[src/rtl/addr_reg_pkg.sv]
// Shared types and defaults for the address register bank and its burst sequencer.
package addr_reg_pkg;

  localparam int AR_W_DEF      = 16;
  localparam int AR_NCH_DEF    = 4;
  localparam int AR_LENW_DEF   = 8;
  localparam int AR_STRIDE_DEF = 1;

  typedef enum logic [1:0] {
    IDLE = 2'd0,
    RUN  = 2'd1,
    DONE = 2'd2
  } burst_state_e;

  typedef enum logic {
    DIR_UP = 1'b0,
    DIR_DN = 1'b1
  } step_dir_e;

endpackage

[src/rtl/addr_reg_bank_if.sv]
// Control, memory-handshake and readback signals of the address register bank.
interface addr_reg_bank_if #(
  parameter int W    = addr_reg_pkg::AR_W_DEF,
  parameter int NCH  = addr_reg_pkg::AR_NCH_DEF,
  parameter int LENW = addr_reg_pkg::AR_LENW_DEF
);
  localparam int SELW = $clog2(NCH);

  logic              wr_en;
  logic [SELW-1:0]   wr_sel;
  logic [W-1:0]      bus_in;
  logic              clr_en;
  logic [SELW-1:0]   clr_sel;
  logic              step_en;
  logic [SELW-1:0]   step_sel;
  logic              step_dn;
  logic              burst_start;
  logic [SELW-1:0]   burst_sel;
  logic [LENW-1:0]   burst_len;
  logic              mem_valid;
  logic              mem_ready;
  logic [W-1:0]      mem_addr;
  logic              burst_busy;
  logic              burst_done;
  logic [NCH*W-1:0]  ar_out;

  modport master (
    output wr_en, wr_sel, bus_in, clr_en, clr_sel, step_en, step_sel, step_dn,
           burst_start, burst_sel, burst_len, mem_ready,
    input  mem_valid, mem_addr, burst_busy, burst_done, ar_out
  );

  modport slave (
    input  wr_en, wr_sel, bus_in, clr_en, clr_sel, step_en, step_sel, step_dn,
           burst_start, burst_sel, burst_len, mem_ready,
    output mem_valid, mem_addr, burst_busy, burst_done, ar_out
  );
endinterface

[src/rtl/addr_burst_fsm.sv]
// Burst sequencer: owns the beat counter and active channel, and emits one
// advance strobe per accepted beat for the register array to act on.
module addr_burst_fsm
  import addr_reg_pkg::*;
#(
  parameter int NCH  = AR_NCH_DEF,
  parameter int LENW = AR_LENW_DEF,
  parameter int SELW = $clog2(NCH)
) (
  input  logic            Clock,
  input  logic            Reset,
  input  logic            burst_start,
  input  logic [SELW-1:0] burst_sel,
  input  logic [LENW-1:0] burst_len,
  input  logic            mem_ready,
  output logic            mem_valid,
  output logic            burst_busy,
  output logic            burst_done,
  output logic            adv_en,
  output logic [SELW-1:0] act_sel
);

  burst_state_e    state_reg, state_next;
  logic [LENW-1:0] cnt_reg, cnt_next;
  logic [SELW-1:0] act_reg, act_next;

  always_ff @(posedge Clock or posedge Reset) begin
    if (Reset) begin
      state_reg <= IDLE;
      cnt_reg   <= '0;
      act_reg   <= '0;
    end else begin
      state_reg <= state_next;
      cnt_reg   <= cnt_next;
      act_reg   <= act_next;
    end
  end

  always_comb begin
    state_next = state_reg;
    cnt_next   = cnt_reg;
    act_next   = act_reg;
    mem_valid  = 1'b0;
    burst_done = 1'b0;
    adv_en     = 1'b0;
    unique case (state_reg)
      IDLE: begin
        if (burst_start) begin
          // A zero-length request still completes, but never issues a beat.
          if (burst_len != '0) begin
            act_next   = burst_sel;
            cnt_next   = burst_len;
            state_next = RUN;
          end else begin
            state_next = DONE;
          end
        end
      end
      RUN: begin
        mem_valid = 1'b1;
        if (mem_ready) begin
          adv_en   = 1'b1;
          cnt_next = cnt_reg - 1'b1;
          if (cnt_reg == LENW'(1)) state_next = DONE;
        end
      end
      DONE: begin
        burst_done = 1'b1;
        state_next = IDLE;
      end
      default: state_next = IDLE;
    endcase
  end

  assign burst_busy = (state_reg != IDLE);
  assign act_sel    = act_reg;

endmodule

[src/rtl/addr_reg_bank.sv]
// NCH-channel address register bank with load/clear/step and a burst walker.
// Build option: define AR_SAT_EN to saturate stepping instead of wrapping.
module addr_reg_bank
  import addr_reg_pkg::*;
#(
  parameter int W      = AR_W_DEF,
  parameter int NCH    = AR_NCH_DEF,
  parameter int LENW   = AR_LENW_DEF,
  parameter int STRIDE = AR_STRIDE_DEF
) (
  input logic           Clock,
  input logic           Reset,
  addr_reg_bank_if.slave bus
);

  localparam int SELW = $clog2(NCH);
  localparam logic [W-1:0] STRIDE_W = W'(STRIDE);

  logic            adv_en;
  logic [SELW-1:0] act_sel;
  logic [W-1:0]    ar_q [NCH];

  addr_burst_fsm #(
    .NCH  (NCH),
    .LENW (LENW),
    .SELW (SELW)
  ) u_fsm (
    .Clock       (Clock),
    .Reset       (Reset),
    .burst_start (bus.burst_start),
    .burst_sel   (bus.burst_sel),
    .burst_len   (bus.burst_len),
    .mem_ready   (bus.mem_ready),
    .mem_valid   (bus.mem_valid),
    .burst_busy  (bus.burst_busy),
    .burst_done  (bus.burst_done),
    .adv_en      (adv_en),
    .act_sel     (act_sel)
  );

  generate
    for (genvar gi = 0; gi < NCH; gi++) begin : g_ch
      logic [W-1:0] ch_reg;
      logic [W-1:0] up_val, dn_val;

`ifdef AR_SAT_EN
      logic [W:0] up_sum, dn_diff;
      assign up_sum  = {1'b0, ch_reg} + {1'b0, STRIDE_W};
      assign dn_diff = {1'b0, ch_reg} - {1'b0, STRIDE_W};
      assign up_val  = up_sum[W]  ? '1 : up_sum[W-1:0];
      assign dn_val  = dn_diff[W] ? '0 : dn_diff[W-1:0];
`else
      assign up_val = ch_reg + STRIDE_W;
      assign dn_val = ch_reg - STRIDE_W;
`endif

      // clr beats wr beats a burst advance beats a step; other channels are independent.
      always_ff @(posedge Clock or posedge Reset) begin
        if (Reset) begin
          ch_reg <= '0;
        end else if (bus.clr_en && bus.clr_sel == SELW'(gi)) begin
          ch_reg <= '0;
        end else if (bus.wr_en && bus.wr_sel == SELW'(gi)) begin
          ch_reg <= bus.bus_in;
        end else if (adv_en && act_sel == SELW'(gi)) begin
          ch_reg <= up_val;
        end else if (bus.step_en && bus.step_sel == SELW'(gi)) begin
          ch_reg <= (bus.step_dn == DIR_DN) ? dn_val : up_val;
        end
      end

      assign ar_q[gi]              = ch_reg;
      assign bus.ar_out[gi*W +: W] = ch_reg;
    end
  endgenerate

  assign bus.mem_addr = ar_q[act_sel];

endmodule

[src/flat_wrapper.sv]
// flat-port wrapper written by rule: the top's interface ports become plain ports
module addr_reg_bank_flat import addr_reg_pkg::*;
#(
  parameter int W      = AR_W_DEF,
  parameter int NCH    = AR_NCH_DEF,
  parameter int LENW   = AR_LENW_DEF,
  parameter int STRIDE = AR_STRIDE_DEF
)
  (Clock, Reset, bus_wr_en, bus_wr_sel, bus_bus_in, bus_clr_en, bus_clr_sel, bus_step_en, bus_step_sel, bus_step_dn, bus_burst_start, bus_burst_sel, bus_burst_len, bus_mem_ready, bus_mem_valid, bus_mem_addr, bus_burst_busy, bus_burst_done, bus_ar_out);
  addr_reg_bank_if #(.W(W), .NCH(NCH), .LENW(LENW)) bus_i ();
  input logic Clock;
  input logic Reset;
  input wire logic [$bits(bus_i.wr_en)-1:0] bus_wr_en;
  input wire logic [$bits(bus_i.wr_sel)-1:0] bus_wr_sel;
  input wire logic [$bits(bus_i.bus_in)-1:0] bus_bus_in;
  input wire logic [$bits(bus_i.clr_en)-1:0] bus_clr_en;
  input wire logic [$bits(bus_i.clr_sel)-1:0] bus_clr_sel;
  input wire logic [$bits(bus_i.step_en)-1:0] bus_step_en;
  input wire logic [$bits(bus_i.step_sel)-1:0] bus_step_sel;
  input wire logic [$bits(bus_i.step_dn)-1:0] bus_step_dn;
  input wire logic [$bits(bus_i.burst_start)-1:0] bus_burst_start;
  input wire logic [$bits(bus_i.burst_sel)-1:0] bus_burst_sel;
  input wire logic [$bits(bus_i.burst_len)-1:0] bus_burst_len;
  input wire logic [$bits(bus_i.mem_ready)-1:0] bus_mem_ready;
  output wire logic [$bits(bus_i.mem_valid)-1:0] bus_mem_valid;
  output wire logic [$bits(bus_i.mem_addr)-1:0] bus_mem_addr;
  output wire logic [$bits(bus_i.burst_busy)-1:0] bus_burst_busy;
  output wire logic [$bits(bus_i.burst_done)-1:0] bus_burst_done;
  output wire logic [$bits(bus_i.ar_out)-1:0] bus_ar_out;
  assign bus_i.wr_en = bus_wr_en;
  assign bus_i.wr_sel = bus_wr_sel;
  assign bus_i.bus_in = bus_bus_in;
  assign bus_i.clr_en = bus_clr_en;
  assign bus_i.clr_sel = bus_clr_sel;
  assign bus_i.step_en = bus_step_en;
  assign bus_i.step_sel = bus_step_sel;
  assign bus_i.step_dn = bus_step_dn;
  assign bus_i.burst_start = bus_burst_start;
  assign bus_i.burst_sel = bus_burst_sel;
  assign bus_i.burst_len = bus_burst_len;
  assign bus_i.mem_ready = bus_mem_ready;
  assign bus_mem_valid = bus_i.mem_valid;
  assign bus_mem_addr = bus_i.mem_addr;
  assign bus_burst_busy = bus_i.burst_busy;
  assign bus_burst_done = bus_i.burst_done;
  assign bus_ar_out = bus_i.ar_out;
  addr_reg_bank #(.W(W), .NCH(NCH), .LENW(LENW), .STRIDE(STRIDE)) u_core (.Clock(Clock), .Reset(Reset), .bus(bus_i));
endmodule
[config.mk]
export PLATFORM = sky130hd
export DESIGN_NAME = addr_reg_bank_flat
export DESIGN_NICKNAME = d
export VERILOG_FILES = /design/src/rtl/addr_reg_pkg.sv /design/src/rtl/addr_reg_bank_if.sv /design/src/rtl/addr_burst_fsm.sv /design/src/rtl/addr_reg_bank.sv /design/src/flat_wrapper.sv
export SDC_FILE = /design/constraint.sdc
export NUM_CORES = 1
export LEC_CHECK = 0
export ABC_AREA = 0
export CAP_MARGIN = 10
export CORE_AREA = 2 2 109 111
export CTS_CLUSTER_DIAMETER = 150
export DETAILED_ROUTE_END_ITERATION = 12
export DIE_AREA = 0 0 111 113
export DONT_BUFFER_PORTS = 1
export GPL_TIMING_DRIVEN = 0
export PLACE_DENSITY = 0.71
export SLEW_MARGIN = 20
export SYNTH_ARGS = -nofsm -noshare
export SYNTH_HDL_FRONTEND = slang
export SYNTH_SLANG_ARGS = --single-unit
[constraint.sdc]
create_clock -name Clock -period 4.3 [get_ports Clock]
set_input_delay 0.645 -clock Clock [delete_from_list [all_inputs] [get_ports Clock]]
set_output_delay 0.645 -clock Clock [all_outputs]
set_load 0.02 [all_outputs]
======== Word level (Yosys, flattened, before mapping) ========
Index checks and enable logic that the tools add are counted.
W data, S select, Z words.
word-level totals
  flip-flop bits (word level) ............. 76
  bits of input ports ..................... 40
  output and inout bits ................... 83
  word-level logic and storage cells ...... 104
operators by class
  $add $sub $neg .......................... 9
  order comparisons ....................... 1
  equal/unequal tests ..................... 19
  muxes and demuxes ....................... 36
  bitwise logic cells ..................... 1
  reductions and logical operators ........ 31
operators with widths
  cell                     count
  $mux W16                 22
  $add A16 B1 Y16 const B  4
  $sub A16 B1 Y16 const B  4
  $bmux W16 S2             1
  $mux W8                  3
  $eq A2 B2 Y1 const B     9
  $logic_and A1 B1 Y1      16
  $pmux W8 S2              1
  $reduce_bool A4 Y1       4
  $eq A2 B1 Y1 const B     5
  $logic_not A2 Y1         5
  $eq A8 B1 Y1 const B     1
  $mux W2                  4
  $ne A2 B2 Y1 const B     4
  $reduce_bool A8 Y1       1
  $sub A8 B1 Y8 const B    1
  $reduce_and A3 Y1        2
  $mux W1                  4
  $pmux W2 S2              1
  $reduce_and A4 Y1        1
  $reduce_bool A2 Y1       2
  $ge A3 B3 Y1 const B     1
  $not A2 Y3               1

======== Longest topological paths before layout ========
Gate-level depths: netlist of the first run.
  word-level depth ........................ 6
  mapped depth ............................ 9

======== Hierarchy ========
From an unflattened synthesis of the first run, not the netlist that was laid out.
unflattened totals
  cell total of the unflattened synthesis .. 761
  area total of the unflattened synthesis .. 6203.4 um2
by module, submodules not included
  module          times used  cells an instance  area each (um2)
  addr_reg_bank   1           667                5380.2
  addr_burst_fsm  1           94                 823.3

======== Least setup slack after synthesis of the first run ========
OpenSTA, ideal clock, no wires.
  path kind ............................... register to output
  start point ............................. register u_core.u_fsm.act_reg[0], in the netlist u_core.u_fsm.act_sel[0]
  end point ............................... output bus_mem_addr[5]
  arrival time ............................ 1.810 ns
  required time ........................... 3.655 ns
  setup slack ............................. 1.845 ns
  stages on the path, launching flop included .. 5
  buffers on the path ..................... 3
  path through ............................ dfrtp_1 buf_2 buf_2 buf_1 mux4_2
on the way
  longest elaborated chain between the ends .. 4
RTL lines
  element                                      RTL line              text
  start, declared                              addr_burst_fsm.sv:25  logic [SELW-1:0] act_reg, act_next;
  start signal, assigned                       addr_burst_fsm.sv:35  act_reg <= act_next;
  $not A2 Y3 (not written as such)             addr_reg_bank.sv:77   assign bus.mem_addr = ar_q[act_sel];
  $bmux W16 S2                                 addr_reg_bank.sv:77
  $mux W16 (not written as such) (2 in a row)  addr_reg_bank.sv:77
  end, declared                                flat_wrapper.sv:26    output wire logic [$bits(bus_i.mem_addr)-1:0] bus_mem_addr;
Every way passes these cells. The select of a mux whose other input is x is not followed.

======== Worst setup path in the final report of the first run ========
  start point ............................. register u_core.u_fsm.act_reg[0], in the netlist u_core.u_fsm.act_sel[0]
  end point ............................... output bus_mem_addr[6]
The elaborated chain is that of the path after synthesis.

==> flow_summary.json, run 1 <==
{
  "dp_slack_ns": 1.491,
  "slew_headroom": 0.2810,
  "cts-resized-gates": 0,
  "yosysMostFrequentCell": "nor2_1",
  "ff_latch_area_sq_um": 1902,
  "fin_skew_ns": 0.01207,
  "final.setup.tns_ns": 0,
  "finalCriticalPeriod_ns": 3.131,
  "post_drt_wl_per_cell_um": 25.84,
  "worst_pin_slew_ns": 1.076,
  "clockBufferDepth": 2,
  "synth.avg_cell_area_sq_um": 8.280,
  "htree_levels": 3,
  "cp-start-kind": "flip-flop",
  "postCtsSetupRepairBufs": 0,
  "synth_ff_type": "dfrtp_1",
  "end_kind": "primary output",
  "clkTransAtPathRegs_ns": 0.06,
  "slew_viol_final": 0,
  "synthMuxAreaShare": 0.08513,
  "synthTopCellsByArea": "dfrtp_1 (31%), mux4_2 (5.9%), nor2_1 (5.5%), o21ai_0 (4.1%), a211oi_1 (3.5%)",
  "die_x_um": 111,
  "dieArea_sq_um": 12540,
  "leakage_nw": 2.401,
  "netlist_area_sq_um": 6143,
  "remaining_drc_errors": 0,
  "ys_types": 70,
  "synth-seq-area-share": 0.3096,
  "finalCritPeriodShare": 0.7280,
  "grt_max_degree": 53,
  "drtIter0Drc": 735,
  "largest_register_ffs": 64,
  "die_h_um": 113,
  "fillCellCount": 1020,
  "cp_max_fo": 10,
  "core_area_sq_um": 11270,
  "first_pass_iters": 6,
  "grt_use_total": 0.3658,
  "vias_per_cell": 7.240,
  "area_growth_pct": 8.004,
  "gp_congestion": 0.9520,
  "ir_worst_vdd_v": 0.0003586,
  "vias": 6538,
  "yosys_warnings": 0,
  "path_class": "flip-flop to primary output",
  "overflow": 0,
  "fmax_ghz": 0.3194,
  "nets": 804,
  "drtAntennaViolNets": 0,
  "synthTopCellsByCount": "nor2_1 (90), dfrtp_1 (76), nand2_1 (57)",
  "power_density_nw_per_um2": 653.5,
  "antenna_found_initial": 2,
  "synth-edff-count": 0,
  "clock_latency_ns": 0.35,
  "synth_fp_nets": 792,
  "grt_pass1_wl_um": 35330,
  "synth-async-reset-ratio": 1.000,
  "synth-simple-area-share": 0.2768,
  "synth_top_cell_area_share": 0.3096,
  "arrival_ns": 2.49,
  "status": "completed",
  "io_pins": 123,
  "drive_gt1_frac": 0.07784,
  "rsz0062_at_grt": "false",
  "initial_utilization": 0.5450,
  "synth_compound_area_frac": 0.2106,
  "grt_pass1_vias": 6026,
  "routed_wirelength_um": 23330,
  "maxCapViolCount": 0,
  "setup_ws_ns": 1.169,
  "cts_buffers": 9,
  "hold_viol": 0,
  "ys_ff_latch": 76,
  "synth_top_cell_by_area": "dfrtp_1",
  "dp_hpwl_um": 17000,
  "hold_path_class": "input pin to asynchronous set/reset pin",
  "yosys.area_share.adder": 0.02037,
  "synthesis.instances": 742,
  "multi_input_area_sq_um": 3931,
  "portBuffers": 0,
  "synthXorXnorAreaFrac": 0.04705,
  "clkSinkCount": 76,
  "cts_root_buffer": "clkbuf_16",
  "cts_hold_buf": 0,
  "cts_tree": "built",
  "row_count": 39,
  "cp.required_ns": 3.65,
  "finalSetupViolCount": 0,
  "synth_top_family_by_area": "simple AND/OR/NAND/NOR gates"
}
layout make-up:
| class | instances | area share |
|---|---|---|
| clock buffers | 11 | 0.03809 |
| repair buffers | 1 | 0.004149 |
| diodes | 2 | 0.0007543 |
| plain buffers | 54 | 0.03489 |
| clock inverters | 4 | 0.003771 |
| well taps | 143 | 0.02697 |
| flip-flops and latches | 76 | 0.2866 |
| inverters | 21 | 0.01226 |
| multi-input cells | 591 | 0.5925 |
logic make-up (layout without fill, tap and decap cells):
logic type               count (synthesis)  in the layout
AO/OA/AOI/OAI                          186            186
XOR/XNOR                                33             33
adder cells (fa/ha/maj)                 10             10
buffers and inverters                   75             91
flip-flops                              76             76
multiplexers                            32             32
other                                    0              2
AND/OR/NAND/NOR                        330            330
worst max-delay path: stages, from the launching register on:
cell	delay [ns]
dfrtp_1	0.32
buf_2	0.22
buf_2	0.32
buf_1	0.59
mux4_2	0.69
where the power goes:
group / total (mW) / internal [mW] / switching (mW) / leakage (nW)
clock network: 0.739 / 0.417 / 0.322 / 0.133
logic: 1.97 / 0.759 / 1.21 / 1.38
registers: 1.63 / 0.943 / 0.686 / 0.888
total: 4.34 / 2.12 / 2.22 / 2.40
stage by stage:
stage          instances  area, sq um  power (mW)    util  hold slack, ns
5_1_grt              901         6630       4.554  0.5882          0.1676
3_3_place_gp         885         6322       3.500  0.5609          0.5073
2_1_floorplan        742         6143       2.992       -          0.4834
4_1_cts              901         6630       4.285  0.5882          0.1508
6_report             903         6635       4.336  0.5886          0.1437
3_5_place_dp         886         6352       3.551  0.5635          0.5147
final timing paths:
check / startpoint / endpoint / slack [ns] / cells after the start
hold / removal: Reset / u_core.g_ch[3].ch_reg[14] / 0.14 / 1
setup reg to reg: u_core.u_fsm.act_sel[0] / u_core.g_ch[1].ch_reg[6] / 1.51 / 9
hold reg to reg: u_core.u_fsm.cnt_reg[7] / u_core.u_fsm.cnt_reg[7] / 0.54 / 1
min in group Clock: bus_bus_in[13] / u_core.g_ch[0].ch_reg[13] / 0.42 / 2
max in group asynchronous: Reset / u_core.g_ch[0].ch_reg[8] / 3.56 / 2
setup / recovery: u_core.u_fsm.act_sel[0] / bus_mem_addr[6] / 1.17 / 4
cell usage in the layout, fill, tap and decap left out, types with 10 or more instances in the layout:
cell type,instances
nor4_1,25
buf_2,10
nand3_1,28
mux2i_1,14
inv_1,20
a21oi_1,23
a22oi_1,12
ha_1,10
dfrtp_1,76
nand4_1,17
nor2_1,90
clkbuf_1,39
a211oi_1,29
xnor2_1,10
a221o_1,11
mux4_2,16
nor3_1,32
xor2_1,23
o21ai_0,50
or3_1,23
nand2_1,57
metal layers:
metal	track usage	vias to the layer above	part of all wire
li1	-	2828	-
met1	0.4931	3156	0.39
met2	0.5673	473	0.45
met3	0.08356	81	0.11
met4	0.1650	0	0.043
met5	0	-	0
No activity file was read; power rests on OpenSTA's default activity.
==> run 2, diff against run 1 <==
==> constraint.sdc (replaced) <==
create_clock -name Clock -period 2.9 [get_ports Clock]
set_input_delay 0.435 -clock Clock [delete_from_list [all_inputs] [get_ports Clock]]
set_output_delay 0.435 -clock Clock [all_outputs]
set_load 0.02 [all_outputs]
==> flow_summary.json, run 2 (synthesis results as in run 1) <==
{
  "area_growth_pct": 8.086,
  "reg2reg_slack_ns": 0.20,
  "maxCapViolCount": 0,
  "clockBufferDepth": 2,
  "fin_skew_ns": 0.01097,
  "fmax_ghz": 0.3702,
  "htree_levels": 3,
  "vias": 6423,
  "initial_utilization": 0.5450,
  "overflow": 0,
  "antenna_found_initial": 1,
  "arrival_ns": 2.96,
  "portBuffers": 0,
  "power_frac_clock": 0.170,
  "grt_pass1_wl_um": 35270,
  "min_path_cells": 2,
  "fillCellCount": 1021,
  "r2r_end": "u_core.g_ch[2].ch_reg[14]",
  "grt_use_total": 0.3651,
  "gr-usage-met1": 0.4952,
  "placedCellCount": 886,
  "hold_viol": 0,
  "hold_end": "u_core.g_ch[0].ch_reg[13]",
  "clkSinkCount": 76,
  "cp_max_fo": 10,
  "clkTransAtPathRegs_ns": 0.06,
  "finalCriticalPeriod_ns": 2.701,
  "largest_register_ffs": 64,
  "grtUsageMet2": 0.5661,
  "cts_root_buffer": "clkbuf_16",
  "finalSetupViolCount": 0,
  "die_x_um": 111,
  "row_count": 39,
  "grt_max_degree": 53,
  "gp_congestion": 0.9520,
  "power_density_nw_per_um2": 965.7,
  "power_mw": 6.413,
  "dieArea_sq_um": 12540,
  "r2r_start": "u_core.u_fsm.state_reg[1]",
  "p_comb_frac": 0.454,
  "drtAntennaViolNets": 0,
  "cts_tree": "built",
  "hold_path_class": "input pin to flip-flop",
  "slew_headroom": 0.2781,
  "p_sw_frac": 0.5102,
  "status": "completed",
  "finalCritPeriodShare": 0.9315,
  "cp-start-kind": "flip-flop",
  "postCtsSetupRepairBufs": 0,
  "drtIter0Drc": 755,
  "slew_viol_final": 0,
  "post_drt_wl_per_cell_um": 25.67,
  "first_pass_iters": 7,
  "cts_buffers": 9,
  "grt_pass1_vias": 6026,
  "use_met3": 0.07766,
  "dp_slack_ns": 0.2404,
  "leakage_nw": 2.407,
  "holdCritStartpoint": "bus_bus_in[13]",
  "vias_per_cell": 7.121,
  "drive_gt1_frac": 0.07916,
  "p_int_mw": 3.141,
  "final_cell_mix": "nor2_1 (90), dfrtp_1 (76), nand2_1 (57)",
  "reg2regPathDepth": 7,
  "gr-max-usage-layer": "met2",
  "die_h_um": 113,
  "p_seq_frac": 0.376,
  "worst_pin_slew_ns": 1.080,
  "dp_hpwl_um": 17000,
  "switching_power_mw": 3.272,
  "remaining_drc_errors": 0,
  "cp.required_ns": 3.16,
  "layout.cells.non_filler": 902,
  "rsz0062_at_grt": "false",
  "ir_worst_vdd_v": 0.0005393,
  "routed_wirelength_um": 23150,
  "end_kind": "flip-flop",
  "layout_commonest_cell": "nor2_1",
  "nets": 804,
  "path_class": "flip-flop to flip-flop",
  "setup_ws_ns": 0.1985,
  "io_pins": 123,
  "clock_latency_ns": 0.35,
  "core_area_sq_um": 11270
}
==> run 2: through the flow <==
step                      TNS, ns  utilization  hold slack [ns]  cell area, sq um
after global routing            0       0.5889           0.2143              6638
after floorplan                 0            -           0.4834              6143
final                           0       0.5891           0.2104              6640
after global placement     -33.91       0.5609           0.5073              6322
after CTS                       0       0.5887           0.2108              6636
after detailed placement        0       0.5635           0.3080              6352
==> run 2: per-layer routing <==
metal	up-vias	routed length [um]
met5	-	0
met3	68	2464
met1	3095	9332
li1	2830	-
met4	0	937
met2	430	10420
==> run 2: critical path: stages, from the launching register on <==
cell,delay [ns]
dfrtp_1,0.37
buf_6,0.13
nand4b_1,0.45
o21ai_0,0.81
nor3_1,0.13
o21ai_0,0.35
xor2_1,0.12
a211oi_1,0.25
==> run 2: worst max-delay path by stage <==
| stage | start | endpoint | slack [ns] | cells after the start |
|---|---|---|---|---|
| final | u_core.u_fsm.state_reg[1] | u_core.g_ch[2].ch_reg[14] | 0.20 | 7 |
| after global routing | u_core.u_fsm.act_sel[0] | u_core.g_ch[1].ch_reg[7] | 0.13 | 9 |
| after CTS | u_core.u_fsm.act_sel[0] | u_core.g_ch[1].ch_reg[6] | 0.21 | 9 |
| after detailed placement | u_core.u_fsm.act_sel[0] | u_core.g_ch[1].ch_reg[6] | 0.24 | 9 |
| after global placement | Reset | u_core.g_ch[0].ch_reg[8] | -0.45 | 1 |
| after floorplan | Reset | u_core.g_ch[0].ch_reg[0] | 0.53 | 1 |
==> run 2: cell type report <==
cell class,instances,area (sq um),share of cell area
clock inverters,4,25.02,0.003769
clock buffers,11,252.7,0.03806
inverters,21,81.33,0.01225
multi-input cells,591,3931,0.5920
flip-flops and latches,76,1902,0.2864
repair buffers,2,37.54,0.005653
well taps,143,178.9,0.02695
plain buffers,53,229.0,0.03448
diodes,1,2.502,0.0003769
==> run 2: power groups by stage <==
stage / Sequential [mW] / Combinational [mW] / Clock [mW]
2_1_floorplan: 2.14 / 2.29 / 0
3_3_place_gp: 2.40 / 2.79 / 0
3_5_place_dp: 2.41 / 2.85 / 0
4_1_cts: 2.39 / 2.86 / 1.10
5_1_grt: 2.46 / 3.16 / 1.13
6_report: 2.41 / 2.91 / 1.09
==> run 2: repair_timing <==
action                     in CTS  in global routing
gates resized for setup         0                  2
setup endpoints to repair       5                  8
hold endpoints to repair       24                  0
hold buffers                    1                  0
==> run 3, diff against run 2 <==
--- a/config.mk
+++ b/config.mk
@@ -14,7 +14,7 @@
 export DONT_BUFFER_PORTS = 1
 export GPL_TIMING_DRIVEN = 0
 export PLACE_DENSITY = 0.71
-export SLEW_MARGIN = 20
+export SLEW_MARGIN = 40
 export SYNTH_ARGS = -nofsm -noshare
 export SYNTH_HDL_FRONTEND = slang
 export SYNTH_SLANG_ARGS = --single-unit
==> flow_summary.json, run 3 (synthesis results as in run 1) <==
{
  "status": "completed",
  "postCtsSetupRepairBufs": 0,
  "grt_pass1_wl_um": 35310,
  "finalCritPeriodShare": 0.9305,
  "routed_wirelength_um": 22980,
  "cp_max_fo": 10,
  "antenna_found_initial": 1,
  "slew_headroom": 0.4566,
  "reg2regPathDepth": 7,
  "die_h_um": 113,
  "fmax_ghz": 0.3706,
  "hold_path_class": "input pin to flip-flop",
  "row_count": 39,
  "final.setup.tns_ns": 0,
  "drtAntennaViolNets": 0,
  "first_pass_iters": 6,
  "min_path_cells": 2,
  "grt_max_degree": 53,
  "grt_pass1_vias": 6057,
  "leakage_nw": 2.424,
  "ir_worst_vdd_v": 0.0005298,
  "power_density_nw_per_um2": 978.1,
  "drive_gt1_frac": 0.07916,
  "cp-start-kind": "flip-flop",
  "fin_util": 0.5923,
  "slowest_delay_ns": 0.80,
  "core_area_sq_um": 11270,
  "largest_register_ffs": 64,
  "ff_latch_area_sq_um": 1902,
  "htree_levels": 3,
  "clock_latency_ns": 0.35,
  "overflow": 0,
  "multi_input_area_sq_um": 3936,
  "initial_utilization": 0.5450,
  "drtIter0Drc": 816,
  "maxCapViolCount": 0,
  "slew_viol_final": 0,
  "path_cells": "buf_6 > nand4b_1 > o21ai_0 > nor3_1 > o21ai_0 > xor2_1 > a211oi_1",
  "clockBufferDepth": 2,
  "placedCellCount": 886,
  "die_x_um": 111,
  "slowest_stage": "o21ai_0",
  "cts_buffers": 9,
  "hold_viol": 0,
  "finalCriticalPeriod_ns": 2.698,
  "clkSinkCount": 76,
  "rsz0062_at_grt": "false",
  "final_cell_mix": "nor2_1 (90), dfrtp_1 (76), nand2_1 (57)",
  "vias_per_cell": 7.192,
  "vias": 6487,
  "clkTransAtPathRegs_ns": 0.06,
  "nets": 804,
  "cts_root_buffer": "clkbuf_16",
  "dieArea_sq_um": 12540,
  "power_mw": 6.530,
  "io_pins": 123,
  "worst_pin_slew_ns": 0.8066,
  "portBuffers": 0,
  "layout.cells.non_filler": 902,
  "finalSetupViolCount": 0,
  "fillCellCount": 1011,
  "area_growth_pct": 8.676,
  "dp_hpwl_um": 16970,
  "path_class": "flip-flop to flip-flop",
  "end_kind": "flip-flop",
  "gp_congestion": 0.9520,
  "layout_commonest_cell": "nor2_1",
  "fin_hold_ws_ns": 0.2188,
  "fin_skew_ns": 0.009950,
  "cts_tree": "built",
  "arrival_ns": 2.95,
  "cp.required_ns": 3.16,
  "post_drt_wl_per_cell_um": 25.48,
  "remaining_drc_errors": 0,
  "grt_use_total": 0.3644,
  "path_common_cell": "o21ai_0"
}
## run 3: where the power goes
part	leakage [nW]	switching, mW	internal (mW)	total (mW)
combinational	1.39	1.78	1.12	2.91
sequential	0.888	1.01	1.40	2.41
clock	0.148	0.462	0.746	1.21
## run 3: worst paths after layout
| kind | from | endpoint | slack (ns) |
|---|---|---|---|
| setup reg to reg | u_core.u_fsm.state_reg[1] | u_core.g_ch[2].ch_reg[14] | 0.20 |
| setup / recovery | u_core.u_fsm.state_reg[1] | u_core.g_ch[2].ch_reg[14] | 0.20 |
| max in group asynchronous | Reset | u_core.g_ch[0].ch_reg[6] | 1.82 |
| hold / removal | bus_burst_sel[0] | u_core.u_fsm.act_sel[0] | 0.22 |
| min in group asynchronous | Reset | u_core.g_ch[3].ch_reg[14] | 0.53 |
| hold reg to reg | u_core.u_fsm.cnt_reg[7] | u_core.u_fsm.cnt_reg[7] | 0.53 |
## run 3: per-stage QoR
stage                     instance area, sq um  worst slack [ns]
after floorplan                           6143            0.5267
after global placement                    6322           -0.4534
after detailed placement                  6360            0.2218
after CTS                                 6673            0.2062
after global routing                      6674            0.1127
final                                     6676            0.2016
## run 3: layout make-up
cell class	count	area share
multi-input combinational	591	0.5896
sequential	76	0.2849
clock buffer	10	0.03430
buffer	53	0.03430
tap	143	0.02680
inverter	21	0.01256
clock inverter	5	0.01162
timing repair buffer	2	0.005622
antenna	1	0.0003748
## run 3: routing by layer
layer,track usage,up-vias,routed length [um]
met3,0.08195,79,2758
li1,-,2830,-
met4,0.1717,0,997
met5,0,-,0
met2,0.5685,430,10370
met1,0.4863,3148,8859
## run 3: timing repair
item                       CTS  global route
hold buffers                 1             0
hold endpoints to repair    24             0
setup endpoints to repair    5             7
resized for setup            0             2
## run 3: critical path, delay by kind of cell, from the launching register on
kind / cells / cell delay (ns)
AOI/OAI and AO/OA: 3 / 1.42
and+or+nand+nor: 2 / 0.57
DFF: 1 / 0.37
buffers and inverters: 1 / 0.13
xor gates and xnor gates: 1 / 0.12
